===== src/rtl/calc_sequencer.sv =====
// calc_sequencer: three-operand signed add/subtract sequencer with overflow flag
// Ports:
//   clk        rising-edge clock
//   rst_n      asynchronous active-low reset
//   clr        synchronous sequence abort, overrides every other input
//   in_data    10-bit two's-complement operand
//   in_op      0 = add operand, 1 = subtract operand
//   in_valid   operand offered
//   in_ready   operand can be accepted (low only while a result is held)
//   out_data   [9:0] result, [10] overflow flag
//   out_valid  result presented
//   out_ready  downstream consumes result
//   count      operands accepted in the current sequence
// Build option: define CALC_SATURATE_EN to clamp overflowing results to 511 / -512
// instead of wrapping them to 10 bits.
module calc_sequencer (
  input  logic        clk,
  input  logic        rst_n,
  input  logic        clr,
  input  logic [9:0]  in_data,
  input  logic        in_op,
  input  logic        in_valid,
  output logic        in_ready,
  output logic [10:0] out_data,
  output logic        out_valid,
  input  logic        out_ready,
  output logic [1:0]  count
);
  typedef enum logic [1:0] {IDLE, ACC1, ACC2, DONE} state_t;
  state_t             state_q;
  logic signed [11:0] acc_q, opnd, sum_d;
  logic [10:0]        out_data_q;
  logic               out_valid_q, xfer, ovf;
  logic [1:0]         count_q;
  logic [9:0]         res_d;
  assign in_ready  = state_q != DONE;
  assign xfer      = in_valid && in_ready;
  assign out_data  = out_data_q;
  assign out_valid = out_valid_q;
  assign count     = count_q;
  // The first operand starts from zero, so a stale accumulator never leaks in.
  always_comb begin
    opnd  = {{2{in_data[9]}}, in_data};
    sum_d = (state_q == IDLE ? 12'sd0 : acc_q) + (in_op ? -opnd : opnd);
    ovf   = sum_d > 12'sd511 || sum_d < -12'sd512;
`ifdef CALC_SATURATE_EN
    res_d = ovf ? (sum_d[11] ? 10'h200 : 10'h1FF) : sum_d[9:0];
`else
    res_d = sum_d[9:0];
`endif
  end
  always_ff @(posedge clk or negedge rst_n) begin
    if (!rst_n) begin
      state_q     <= IDLE;
      acc_q       <= '0;
      count_q     <= '0;
      out_valid_q <= 1'b0;
      out_data_q  <= '0;
    end else if (clr) begin
      state_q     <= IDLE;
      acc_q       <= '0;
      count_q     <= '0;
      out_valid_q <= 1'b0;
    end else if (state_q == DONE) begin
      if (out_ready) begin
        state_q     <= IDLE;
        count_q     <= '0;
        out_valid_q <= 1'b0;
      end
    end else if (xfer) begin
      acc_q   <= sum_d;
      count_q <= count_q + 2'd1;
      state_q <= state_t'(state_q + 2'd1);
      if (state_q == ACC2) begin
        out_data_q  <= {ovf, res_d};
        out_valid_q <= 1'b1;
      end
    end
  end
endmodule

===== config.mk =====
export PLATFORM = sky130hd
export DESIGN_NAME = calc_sequencer
export DESIGN_NICKNAME = d
export VERILOG_FILES = /design/src/rtl/calc_sequencer.sv
export SDC_FILE = /design/constraint.sdc
export NUM_CORES = 1
export LEC_CHECK = 0
export CAP_MARGIN = 20
export CORE_MARGIN = 4
export CORE_UTILIZATION = 50
export CTS_BUF_LIST = sky130_fd_sc_hd__clkbuf_4 sky130_fd_sc_hd__clkbuf_8
export DETAILED_ROUTE_END_ITERATION = 8
export PLACE_DENSITY = 0.75
export RECOVER_POWER = 25
export SYNTH_ARGS = -nofsm -noshare
export SYNTH_HDL_FRONTEND = slang
export SYNTH_SLANG_ARGS = --single-unit

===== constraint.sdc =====
create_clock -name clk -period 8.7 [get_ports clk]
set_input_delay 1.305 -clock clk [delete_from_list [all_inputs] [get_ports clk]]
set_output_delay 1.305 -clock clk [all_outputs]
set_load 0.01 [all_outputs]

==> impl_results.md <==
- Outcome: finished, final reports clean
- Slew headroom: 0.0115
- Endpoint type of the worst setup path: flop
- TNS Setup: 0 ps
- CP max FO: 7
- TritonCTS clock tree: yes
- Crit path cell chain: clkdlybuf4s50_1 > or4_4 > o41ai_4 > xnor2_1 > ha_1 > a21o_1 > a31o_2 > nor3_1 > a21oi_1 > xnor2_1 > and3_1 > o31ai_1
- Crit-path slowest cell: or4_4
- Layout Skew: 10.7 ps
- DR vias: 1695
- Clk root buf: clkbuf_8
- DP Wirelength: 3340 um
- Synthesized net count: 271
- Syn avg cell area: 8.48 um^2
- Post-route ant nets: 0
- Via/cell ratio: 5.42
- Worst VDD drop: 0.000135 V
- Vias in the first global route: 1653
- Postcts setup bufs: 0
- Initial DRC count: 115
- Die height: 71.7 um
- First-pass GRT wire length: 7440 um
- Num ports: 31
- Initial Util: 0.534
- Row count: 22
- Primary FF master, synth: dfrtp_1
- First-pass iteration count of the detailed router: 4
- Clock sinks: 28
- Count of cell types in the netlist: 44
- Layout area overhead: 20.0%
- GR Overflow Total: 0
- Final WL: 4360 um
- EDFF count, synth: 0
- Post-synthesis sequential area ratio: 0.346
- Largest net degree at the start of global routing: 29
- Period utilisation layout: 0.494
- P per Cell Area: 188 mW/mm^2
- CP dominant cell by count: xnor2_1
- RSZ-0062 raised after global routing: false
- Final Power: 457 uW
- Core area: 0.00380 mm^2
- IO Port Bufs: 30
- Clock buffer depth: 2
- Cts hold-fix bufs: 0
- Most frequent cells in the layout: nand2_1 (48), clkdlybuf4s50_1 (29), dfrtp_1 (28)
- Post-CTS sizing: 0
- Final Critical Period: 4300 ps
- Initial antenna violation count: 0
- Antenna Cells: 0
- Final hold slack: 480 ps
- Crit-path max cell delay: 590 ps
- Final setup viols: 0
- Max-slew violations: 0
- Total of max-cap violations: 0
- Data arrival, critical path: 4480 ps
- FFs w/ async S/R, synth: 1.00
- Die area: 0.00514 mm^2
- Htree depth: 1
- Area of the mapped netlist: 0.00203 mm^2
- DP Worst Slack: 4100 ps
- Final worst setup slack: 4400 ps
- Post-synthesis register bit count: 28
- Leakage: 1.09 nW
- Startpoint type of the worst setup path: primary input
- Slew @ Worst Pin: 1480 ps
- Critical path type: in2reg
- Final Instance Count excl. Fillers: 313
- Cells after synthesis: 239
- Num CTS Buffers: 3
- Worst-path clk slew: 100 ps
- Final hold viol count: 0
- DRC Markers: 0
- Fraction of layout cells with a size suffix above 1: 0.0491
- Yosys warning count: 0
- Gr usage total: 0.178
- Commonest non-fill, non-tap cell in the layout: nand2_1
- Hold crit path type: reg2reg
- CP Data Required Time: 8880 ps
- Routed len/inst: 13.9 um
- RePlAce Congestion: 0.820
- Fmax: 233 MHz
- Placed insts: 309
- NumNets Final: 298
- Die extent in x: 71.7 um
- Insertion delay to the later sink of the worst-skew pair: 280 ps
==> where the power goes <==
part	switching (mW)	internal (mW)
Clock	0.0401	0.0617
Combinational	0.0890	0.0909
Sequential	0.0160	0.159
Total	0.145	0.312
==> area by class of cell <==
cell class	count	area, um^2
Multi-Input combinational cell	194	1260
Tap cell	48	60.1
Clock buffer	3	41.3
Inverter	7	26.3
Timing Repair Buffer	32	312
Fill cell	329	1370
Clock inverter	1	30.0
Sequential cell	28	701
==> metal layers <==
metal	share of wire	GRT usage	vias up
met5	0	0	-
met4	0.013	0.0480	0
met3	0.036	0.0351	7
met2	0.49	0.296	30
met1	0.46	0.236	779
li1	-	-	879
==> sequential cells by signal, summed over array words and instances (netlist names) <==
signal,count
acc_q,12
count,2
out_data,11
out_valid,1
state_q,2
==> cell usage after synthesis (2+ instances only) <==
cell type / n / share of area
a211oi_1: 3 / 0.011
o21bai_1: 2 / 0.0074
or3_1: 3 / 0.0093
nand3_1: 7 / 0.017
nand2_1: 48 / 0.089
nand4b_1: 2 / 0.0086
clkbuf_1: 9 / 0.017
a21oi_1: 21 / 0.052
nand2b_1: 4 / 0.012
xor2_1: 3 / 0.013
a21o_1: 3 / 0.011
inv_1: 7 / 0.013
nand3b_1: 2 / 0.0074
nor3_1: 3 / 0.0074
mux2i_1: 2 / 0.0099
xnor2_1: 16 / 0.069
o21ai_0: 10 / 0.025
nor2_1: 12 / 0.022
nor2b_1: 13 / 0.040
o31ai_1: 3 / 0.011
o211ai_1: 2 / 0.0074
dfrtp_1: 28 / 0.35
ha_1: 15 / 0.093
==> final timing paths <==
kind,depth (start not counted),end,slack [ps],from
setup reg to reg,12,out_data[10],5240,state_q[0]
hold / removal,2,out_data[1],480,out_data[1]
min in group asynchronous,2,out_data[0],1900,rst_n
setup / recovery,12,out_data[10],4400,in_data[3]
max in group asynchronous,2,acc_q[7],5930,rst_n
hold reg to reg,2,out_data[1],480,out_data[1]
==> cell families after synthesis <==
group	after synthesis	share of synthesized area
flip-flops	28	0.346
AND/OR/NAND/NOR	103	0.249
multiplexers	2	0.00988
adder cells (fa/ha/maj)	16	0.102
buffers and inverters	17	0.0315
AO/OA/AOI/OAI	53	0.171
XOR/XNOR	20	0.0901
==> worst max-delay path, delay by kind of cell <==
family	cells	cell delay, ps
AO/OA/AOI/OAI	5	1100
XOR/XNOR	2	350
adder cells (fa/ha/maj)	1	330
buffers and inverters	1	490
AND/OR/NAND/NOR	3	900
==> per-stage QoR <==
step	utilization	cell area [um^2]
finish	0.640	2430
global route	0.640	2430
CTS	0.641	2440
detailed placement	0.623	2360
global placement	0.623	2360
floorplan	-	2030
No activity file was read; power rests on OpenSTA's default activity.
